<file path="src/rtl/pong_state_link.sv">
`timescale 1ns/1ps
// pong_state_link
//   Frames a game-state snapshot into a byte stream for the board-to-board
//   UART link, and parses/validates frames arriving from the peer board.
//   Frame on the wire: SYNC_BYTE, LEN, payload[0..N-1], SUM
//   where LEN = PAYLOAD_BYTES and SUM = (LEN + sum of payload bytes) mod 256.
//
// Ports
//   clk            system clock
//   rst_n          asynchronous reset, active low
//   send           1-cycle request to transmit tx_payload
//   tx_payload     snapshot to send, byte 0 = bits [7:0], sent first
//   tx_byte        byte offered to the UART TX core
//   tx_byte_valid  tx_byte valid, held until accepted
//   tx_byte_ready  UART TX accepts tx_byte this cycle
//   tx_busy        frame in progress or one frame pending
//   rx_byte        byte from the UART RX core
//   rx_byte_valid  1-cycle strobe qualifying rx_byte
//   rx_payload     last validated payload
//   rx_frame_valid 1-cycle pulse, rx_payload just updated
//   link_ok        a good frame was seen within the last LINK_TIMEOUT cycles
//   err_count      saturating count of rejected frames
//
// TX states
//   state  | meaning
//   T_IDLE | nothing to send
//   T_SYNC | offering SYNC_BYTE
//   T_LEN  | offering LEN
//   T_DATA | offering payload bytes, tx_cnt counts down to the last one
//   T_SUM  | offering the checksum
//
// RX states
//   state  | meaning
//   R_HUNT | looking for SYNC_BYTE, other bytes ignored
//   R_LEN  | expecting LEN
//   R_DATA | collecting payload into the shadow buffer
//   R_SUM  | expecting the checksum

module pong_state_link #(
    parameter int         PAYLOAD_BYTES = 6,
    parameter logic [7:0] SYNC_BYTE     = 8'hA5,
    parameter int         BYTE_TIMEOUT  = 65000,
    parameter int         LINK_TIMEOUT  = 6500000,
    parameter int         ERR_W         = 8
) (
    input  logic                         clk,
    input  logic                         rst_n,
    input  logic                         send,
    input  logic [8*PAYLOAD_BYTES-1:0]   tx_payload,
    output logic [7:0]                   tx_byte,
    output logic                         tx_byte_valid,
    input  logic                         tx_byte_ready,
    output logic                         tx_busy,
    input  logic [7:0]                   rx_byte,
    input  logic                         rx_byte_valid,
    output logic [8*PAYLOAD_BYTES-1:0]   rx_payload,
    output logic                         rx_frame_valid,
    output logic                         link_ok,
    output logic [ERR_W-1:0]             err_count
);

    localparam int PW   = 8*PAYLOAD_BYTES;
    localparam int BT_W = $clog2(BYTE_TIMEOUT+1);
    localparam int LT_W = $clog2(LINK_TIMEOUT+1);

    localparam logic [7:0]      LEN_BYTE  = 8'(PAYLOAD_BYTES);
    localparam logic [7:0]      LAST_IDX  = 8'(PAYLOAD_BYTES-1);
    localparam logic [BT_W-1:0] BT_RELOAD = BT_W'(BYTE_TIMEOUT-1);
    localparam logic [LT_W-1:0] LT_RELOAD = LT_W'(LINK_TIMEOUT-1);

    typedef enum logic [2:0] {T_IDLE, T_SYNC, T_LEN, T_DATA, T_SUM} tx_state_t;
    typedef enum logic [1:0] {R_HUNT, R_LEN, R_DATA, R_SUM} rx_state_t;

    // ---------------------------------------------------------------- TX
    tx_state_t      tx_state;
    logic [PW-1:0]  tx_buf;
    logic [7:0]     tx_sum;
    logic [7:0]     tx_cnt;
    logic           tx_pending;
    logic           tx_xfer;

    assign tx_xfer = tx_byte_valid & tx_byte_ready;
    assign tx_busy = (tx_state != T_IDLE) | tx_pending;

    always_ff @(posedge clk or negedge rst_n) begin
        if (!rst_n) begin
            tx_state      <= T_IDLE;
            tx_buf        <= '0;
            tx_sum        <= '0;
            tx_cnt        <= '0;
            tx_pending    <= 1'b0;
            tx_byte       <= '0;
            tx_byte_valid <= 1'b0;
        end else begin
            // One request can wait behind the current frame; further ones are dropped.
            if (send && tx_state != T_IDLE)
                tx_pending <= 1'b1;

            case (tx_state)
                T_IDLE: begin
                    if (send) begin
                        tx_buf        <= tx_payload;
                        tx_byte       <= SYNC_BYTE;
                        tx_byte_valid <= 1'b1;
                        tx_state      <= T_SYNC;
                    end
                end
                T_SYNC: begin
                    if (tx_xfer) begin
                        tx_byte  <= LEN_BYTE;
                        tx_state <= T_LEN;
                    end
                end
                T_LEN: begin
                    if (tx_xfer) begin
                        tx_byte  <= tx_buf[7:0];
                        tx_buf   <= tx_buf >> 8;
                        tx_sum   <= LEN_BYTE;
                        tx_cnt   <= LAST_IDX;
                        tx_state <= T_DATA;
                    end
                end
                T_DATA: begin
                    if (tx_xfer) begin
                        tx_sum <= tx_sum + tx_byte;
                        if (tx_cnt == '0) begin
                            tx_byte  <= tx_sum + tx_byte;
                            tx_state <= T_SUM;
                        end else begin
                            tx_byte <= tx_buf[7:0];
                            tx_buf  <= tx_buf >> 8;
                            tx_cnt  <= tx_cnt - 8'd1;
                        end
                    end
                end
                T_SUM: begin
                    if (tx_xfer) begin
                        // A request seen during this frame (or right now) chains
                        // straight into the next SYNC with no idle gap.
                        if (send || tx_pending) begin
                            tx_buf     <= tx_payload;
                            tx_byte    <= SYNC_BYTE;
                            tx_state   <= T_SYNC;
                            tx_pending <= 1'b0;
                        end else begin
                            tx_byte       <= '0;
                            tx_byte_valid <= 1'b0;
                            tx_state      <= T_IDLE;
                        end
                    end
                end
                default: begin
                    tx_byte_valid <= 1'b0;
                    tx_state      <= T_IDLE;
                end
            endcase
        end
    end

    // ---------------------------------------------------------------- RX
    rx_state_t        rx_state;
    logic [PW-1:0]    rx_shadow;
    logic [7:0]       rx_sum;
    logic [7:0]       rx_cnt;
    logic [BT_W-1:0]  byte_tmr;
    logic [LT_W-1:0]  link_tmr;
    logic             rx_timeout;
    logic             len_bad;
    logic             sum_bad;
    logic             sum_good;

    always_comb begin
        rx_timeout = (rx_state != R_HUNT) && !rx_byte_valid && (byte_tmr == '0);
        len_bad    = rx_byte_valid && (rx_state == R_LEN) && (rx_byte != LEN_BYTE);
        sum_bad    = rx_byte_valid && (rx_state == R_SUM) && (rx_byte != rx_sum);
        sum_good   = rx_byte_valid && (rx_state == R_SUM) && (rx_byte == rx_sum);
    end

    always_ff @(posedge clk or negedge rst_n) begin
        if (!rst_n) begin
            rx_state       <= R_HUNT;
            rx_shadow      <= '0;
            rx_sum         <= '0;
            rx_cnt         <= '0;
            byte_tmr       <= '0;
            link_tmr       <= '0;
            rx_payload     <= '0;
            rx_frame_valid <= 1'b0;
            link_ok        <= 1'b0;
            err_count      <= '0;
        end else begin
            rx_frame_valid <= 1'b0;

            if ((rx_timeout || len_bad || sum_bad) && err_count != '1)
                err_count <= err_count + 1'b1;

            if (sum_good) begin
                link_ok  <= 1'b1;
                link_tmr <= LT_RELOAD;
            end else if (link_ok) begin
                if (link_tmr == '0)
                    link_ok <= 1'b0;
                else
                    link_tmr <= link_tmr - 1'b1;
            end

            // Inter-byte timer only runs inside a frame; an arriving byte
            // always beats an expiry in the same cycle.
            if (rx_state != R_HUNT && !rx_byte_valid) begin
                if (byte_tmr == '0)
                    rx_state <= R_HUNT;
                else
                    byte_tmr <= byte_tmr - 1'b1;
            end

            if (rx_byte_valid) begin
                byte_tmr <= BT_RELOAD;
                case (rx_state)
                    R_HUNT: begin
                        if (rx_byte == SYNC_BYTE)
                            rx_state <= R_LEN;
                    end
                    R_LEN: begin
                        if (len_bad) begin
                            rx_state <= R_HUNT;
                        end else begin
                            rx_sum   <= rx_byte;
                            rx_cnt   <= LAST_IDX;
                            rx_state <= R_DATA;
                        end
                    end
                    R_DATA: begin
                        // Shift in from the top so byte 0 ends up in bits [7:0].
                        rx_shadow <= (rx_shadow >> 8) | (PW'(rx_byte) << (PW-8));
                        rx_sum    <= rx_sum + rx_byte;
                        if (rx_cnt == '0)
                            rx_state <= R_SUM;
                        else
                            rx_cnt <= rx_cnt - 8'd1;
                    end
                    R_SUM: begin
                        if (sum_good) begin
                            rx_payload     <= rx_shadow;
                            rx_frame_valid <= 1'b1;
                        end
                        rx_state <= R_HUNT;
                    end
                    default: rx_state <= R_HUNT;
                endcase
            end
        end
    end

endmodule

</file>
<file path="config.mk">
export PLATFORM = sky130hd
export DESIGN_NAME = pong_state_link
export DESIGN_NICKNAME = d
export VERILOG_FILES = /design/src/rtl/pong_state_link.sv
export SDC_FILE = /design/constraint.sdc
export NUM_CORES = 1
export LEC_CHECK = 0
export ABC_AREA = 1
export CAP_MARGIN = 15
export CORE_MARGIN = 5
export CORE_UTILIZATION = 44
export CTS_CLUSTER_SIZE = 14
export DETAILED_ROUTE_END_ITERATION = 8
export DONT_BUFFER_PORTS = 1
export GPL_TIMING_DRIVEN = 0
export SYNTH_ARGS = -nofsm -noshare
export SYNTH_HDL_FRONTEND = slang
export SYNTH_SLANG_ARGS = --single-unit
</file>
<file path="constraint.sdc">
create_clock -name clk -period 5.7 [get_ports clk]
set_input_delay 0.57 -clock clk [delete_from_list [all_inputs] [get_ports clk]]
set_output_delay 0.57 -clock clk [all_outputs]
set_load 0.05 [all_outputs]
</file>
==> metrics.txt, run 1 <==
status=finished with violations; failing checks=hold timing; Fillers=2597; final wirelength=30.65 mm; Hold Slack=-0.2639 ns; Cell Rows=60; #FFs+latches synth=240; drt wl/cell=16.26 um; Critical path origin=rx_sum[2]; slew margin rel.=48.82%; clock latency at the later pin of the worst-skew pair=0.54 ns; die area=0.03076 mm2; final hold viol count=240; Hold Path Class=input pin to async pin; R2R Setup Slk=3.21 ns; post-synth net total=1580; CTS tree=yes; share of layout cells above drive strength 1=6.541%; Post-Synthesis Cells=1495; Leak=6.706 nW; final setup fails=0; Cell Area, Synth=0.01203 mm2; Peak supply drop=0.2411 mV; clock power share=32.0%; CTS resizes=0; Initial DRC Count=604; Data required, critical path=6.10 ns; total congestion overflow=0; vias in the first global route=9693; Die Span Y=175.4 um; syn_area_per_cell=8.050 um2; synth warn=0; DP HPWL=22.12 mm; Root Buffer Master=clkbuf_16; initial antenna violation count=0; pin count of the biggest net entering global routing=241; via/cell ratio=5.207; Primary FF master, synth=dfrtp_1; GRT Util Overall=19.99%; Critical R2R Launch=rx_sum[2]; # diodes=0; Layout area overhead=11.11%; max-cap violations=0; Switching Share=34.50%; pwr dens=417.2 mW/mm2; FF-to-FF path depth=9; EDFF count, synth=0; RSZ-0062 raised after global routing=no; die width=175.4 um; utilization after layout=49.61%; fin crit share=43.73%; NumNets Final=1609; crit end category=flop; ys async rst share=100.0%; WP data arrival=2.89 ns; WS Path Type=flop to flop; Clock Sinks=240; Comb power frac=27.1%; first-pass GRT wire length=50.85 mm; Worst-Margin Slew=0.7648 ns; Initial Utilization=44.65%; Distinct cells, synth=36; crit-path max FO=10; min Tclk post-route=2.493 ns; drt first pass iters=5; sw power=1.924 mW; Pins Over Slew Limit=0; Final Skew=0.01890 ns; Port-buffer cells=0; core box area=0.02695 mm2; htree depth=1; ANT nets after route=0; worst r2r dst=rx_payload[40]; critical path launch point type=flop; setup TNS=0 ns; Cell Int Power=3.654 mW; DRC Markers=0; Reg clk slew, reported paths=0.06 ns; Num CTS Buffers=27; upper clock frequency limit=0.4012 GHz; # IOs=129; Clock Path Buffers=3; post-synthesis sequential area ratio=49.91%; via count=9815; sequential share of power=41.0%; routability congestion estimate=0.9007; setup bufs post-CTS=0
kinds of logic (layout without fill, tap and decap cells):
group / Yosys count / count (layout) / share of synthesized area, %
xor gates and xnor gates: 27 / 27 / 1.965
AOI/OAI and AO/OA: 212 / 212 / 9.170
adders and majority gates: 24 / 24 / 2.620
muxes: 40 / 40 / 3.327
buffers and inverters: 195 / 244 / 6.956
and+or+nand+nor: 757 / 757 / 26.06
DFF: 240 / 240 / 49.91
per-stage QoR:
stage / worst slack, ns / total power, mW / cell area (um2) / cells
after floorplan: 3.639 / 3.474 / 12030 / 1495
after global placement: 3.033 / 3.792 / 12460 / 1836
after detailed placement: 3.044 / 3.831 / 12460 / 1836
after CTS: 3.235 / 5.635 / 13370 / 1885
after global routing: 3.038 / 5.950 / 13370 / 1885
final: 3.207 / 5.578 / 13370 / 1885
power by group through the flow:
stage          clock network, mW  logic [mW]  registers, mW
2_1_floorplan                  0        1.21           2.26
3_3_place_gp                   0        1.48           2.31
3_5_place_dp                   0        1.51           2.32
4_1_cts                     1.83        1.52           2.29
5_1_grt                     1.90        1.72           2.32
6_report                    1.78        1.51           2.29
cells in the final DEF (no fill, tap or decap), types with 3 or more instances in the layout:
master       n
nand2_1    477
dfrtp_1    240
inv_1      139
o21ai_0    119
nor2_1     116
nand3_1    109
o21ai_1     66
mux2i_1     40
clkbuf_16   27
clkbuf_1    24
ha_1        22
buf_2       21
nand4_1     21
xor2_1      21
a21oi_1     13
buf_6        9
or2_2        8
nor3_1       7
nand3b_1     7
xnor2_1      6
clkbuf_8     6
inv_2        5
nand2_2      4
o22ai_1      4
a21o_1       4
clkinv_2     4
nor2_2       3
buf_4        3
bufinv_16    3
routing by layer:
metal	wire length (um)	GRT usage [%]	part of all wire (%)	vias to the layer above
met4	653	5.106	2.1	0
met1	13470	26.26	44	4683
li1	-	-	-	4871
met2	14310	33.29	47	219
met5	0	0	0	-
met3	2206	5.058	7.2	42
state kept, by name, indices dropped and copies added, names as in the netlist, 16 cells and up:
register,flops
rx_payload,48
rx_shadow,48
tx_buf,48
link_tmr,23
byte_tmr,16
critical path: stages (launching register included):
cell and delay (ns):
dfrtp_1 0.38, ha_1 0.37, inv_1 0.08, nand2_1 0.05
nor2_1 0.16, nand4_1 0.48, buf_2 0.41, buf_2 0.24
nand2_1 0.09, o21ai_1 0.08
cell type report:
type / instances / area [um2] / share of cell area [%]
clock inverters: 9 / 126.4 / 0.9451
plain buffers: 50 / 292.8 / 2.190
clock buffers: 40 / 784.5 / 5.867
well taps: 341 / 426.7 / 3.191
multi-input cells: 1060 / 5191 / 38.82
flip-flops and latches: 240 / 6006 / 44.91
inverters: 145 / 544.3 / 4.070
how the worst max path moves through the flow:
stage | endpoint | slack (ns) | cells past startpoint
final | rx_payload[40] | 3.21 | 9
after global routing | rx_payload[40] | 3.04 | 7
after CTS | rx_payload[40] | 3.24 | 10
after detailed placement | rx_payload[41] | 3.04 | 10
after global placement | rx_payload[46] | 3.03 | 10
after floorplan | rx_payload[38] | 3.64 | 10
synth_stat cells, types with 3 or more instances:
master | instances | share of area [%]
a21o_1 | 4 | 0.25
a21oi_1 | 13 | 0.54
buf_2 | 21 | 0.87
buf_4 | 3 | 0.19
buf_6 | 9 | 0.84
clkbuf_1 | 17 | 0.53
dfrtp_1 | 240 | 50
ha_1 | 22 | 2.3
inv_1 | 139 | 4.3
inv_2 | 5 | 0.16
mux2i_1 | 40 | 3.3
nand2_1 | 477 | 15
nand2_2 | 4 | 0.21
nand3_1 | 109 | 4.5
nand3b_1 | 7 | 0.44
nand4_1 | 21 | 1.1
nor2_1 | 116 | 3.6
nor2_2 | 3 | 0.16
nor3_1 | 7 | 0.29
o21ai_0 | 119 | 4.9
o21ai_1 | 66 | 2.7
o22ai_1 | 4 | 0.21
or2_2 | 8 | 0.42
xnor2_1 | 6 | 0.44
xor2_1 | 21 | 1.5
No activity file was read; power rests on OpenSTA's default activity.
==> inputs of run 2 (changes only) <==
==> constraint.sdc (replaced) <==
create_clock -name clk -period 2.01 [get_ports clk]
set_input_delay 0.201 -clock clk [delete_from_list [all_inputs] [get_ports clk]]
set_output_delay 0.201 -clock clk [all_outputs]
set_load 0.05 [all_outputs]
==> run 2 against run 1 <==
  * The flow still finishes with violations (hold timing)
  * Count of clock-buffer cells in the layout stayed put
  * Largest cell class unchanged
  * Die area stayed put
  * Worst hold slack worse by 0.37 ns
  * Wire length is 4.3% higher
  * Setup slack worse by 3.1 ns
==> metrics.txt, run 2 (synthesis results as in run 1) <==
status=finished with violations; failing checks=hold timing; total congestion overflow=0; final wirelength=31.96 mm; critical path launch point type=flop; vias in the first global route=10090; overall power=16.19 mW; die width=175.4 um; CP most frequent cell=nand2_1; Final Skew=0.01612 ns; Peak supply drop=0.6862 mV; initial antenna violation count=0; FF-to-FF path depth=7; # IOs=129; Worst Setup EP=err_count[6]; most frequent standard cell in the layout excluding fill and tap cells=nand2_1; Clock Path Buffers=3; Clock Sinks=240; pwr dens=1136 mW/mm2; CTS tree=yes; upper clock frequency limit=0.5341 GHz; worst r2r dst=err_count[6]; die area=0.03076 mm2; hold-fix buffers at CTS=58; Port-buffer cells=0; min Tclk post-route=1.872 ns; slew margin rel.=52.37%; Initial Utilization=44.65%; # diodes=0; share of layout cells above drive strength 1=9.305%; GRT Util Overall=20.70%; Leak=7.043 nW; Placement Setup Slack=-0.4383 ns; fin crit share=93.14%; WP data arrival=2.34 ns; DRC Markers=0; Die Span Y=175.4 um; htree depth=1; WS Path Type=flop to flop; biggest registers after layout=rx_payload: 48 flops, rx_shadow: 48 flops, tx_buf: 48 flops; first-pass GRT wire length=52.71 mm; Root Buffer Master=clkbuf_16; via/cell ratio=5.238; pin count of the biggest net entering global routing=241; core box area=0.02695 mm2; slowest stage delay, CP=0.56 ns; final hold viol count=244; Hold Slack=-0.6358 ns; Initial DRC Count=676; R2R Setup Slk=0.14 ns; most frequent cells in the layout=nand2_1 (472), dfrtp_1 (232), inv_1 (136); Num CTS Buffers=27; NumNets Final=1677; worst-path cell with the longest stage delay=dfrtp_2; Critical path origin=err_count[0]; clock latency at the later pin of the worst-skew pair=0.54 ns; DP HPWL=22.12 mm; Cell Rows=60; Data required, critical path=2.48 ns; Reg clk slew, reported paths=0.06 ns; routability congestion estimate=0.9007; ANT nets after route=0; drt first pass iters=6; drt wl/cell=16.36 um; final setup fails=0; crit end category=flop; max-cap violations=0; final setup margin=0.1378 ns; Hold Path Class=input pin to async pin; via count=10230; Worst-Margin Slew=0.7097 ns; Pins Over Slew Limit=0; crit-path max FO=9; crit path cell chain=ha_1 > nand3_1 > nor3_2 > nand3_2 > nand2_4 > nand2_1 > nand2_1; Critical R2R Launch=err_count[0]; Layout area overhead=18.48%
-- run 2: cell types whose count changed in the layout (fill, tap and decap cells not counted), moves of 7 or more --
| cell | delta |
|---|---|
| ha_1 | -7 |
| dlygate4sd3_1 | +58 |
| buf_4 | +9 |
| buf_2 | -7 |
| dfrtp_2 | +8 |
| dfrtp_1 | -8 |
-- run 2: how the worst min path moves through the flow --
stage | startpoint | to | slack [ns] | depth (start not counted)
6_report | rst_n | tx_byte[6] | -0.64 | 0
5_1_grt | rst_n | tx_byte[6] | -0.66 | 0
4_1_cts | rst_n | rx_shadow[12] | -0.65 | 0
3_3_place_gp | rst_n | tx_byte[6] | -0.09 | 0
3_5_place_dp | rst_n | tx_byte[6] | -0.09 | 0
2_1_floorplan | rst_n | byte_tmr[0] | -0.09 | 0
-- run 2: layout make-up --
class	count	area [um2]
plain buffers	49	332.8
flip-flops and latches	240	6016
inverters	145	548.0
repair buffers	68	688.2
well taps	341	426.7
clock inverters	9	126.4
clock buffers	40	784.5
multi-input cells	1060	5328
fillers	2512	12690
repair inverters	1	7.507
-- run 2: through the flow --
step	cells	instance area (um2)	utilization [%]	TNS, ns
after floorplan	1495	12030	-	0
after global placement	1836	12460	46.23	-39.44
after detailed placement	1836	12460	46.23	-41.46
after CTS	1945	14050	52.14	-0.01456
after global routing	1953	14260	52.90	-0.01431
final	1953	14260	52.90	0
-- run 2: where the power goes --
group | internal [mW] | switching [mW]
sequential | 5.66 | 0.862
combinational | 1.85 | 2.77
clock | 3.08 | 1.98
total | 10.6 | 5.61
-- run 2: critical path, delay by kind of cell, from the launching register on --
kind | cells | cell delay (ns)
fa+ha+maj | 1 | 0.27
flops | 1 | 0.56
simple gates | 6 | 0.97
-- run 2: metal layers --
metal	GRT usage [%]	wire length (um)
met1	26.95	13830
met2	34.95	15250
met3	4.950	2227
met4	5.270	657
met5	0	0
-- run 2: timing repair --
action,4_1_cts,5_1_grt
gates cloned,0,3
buffers inserted,2,6
resized for setup,35,36
setup endpoints to repair,160,151
pin swaps,2,3
hold endpoints to repair,311,240
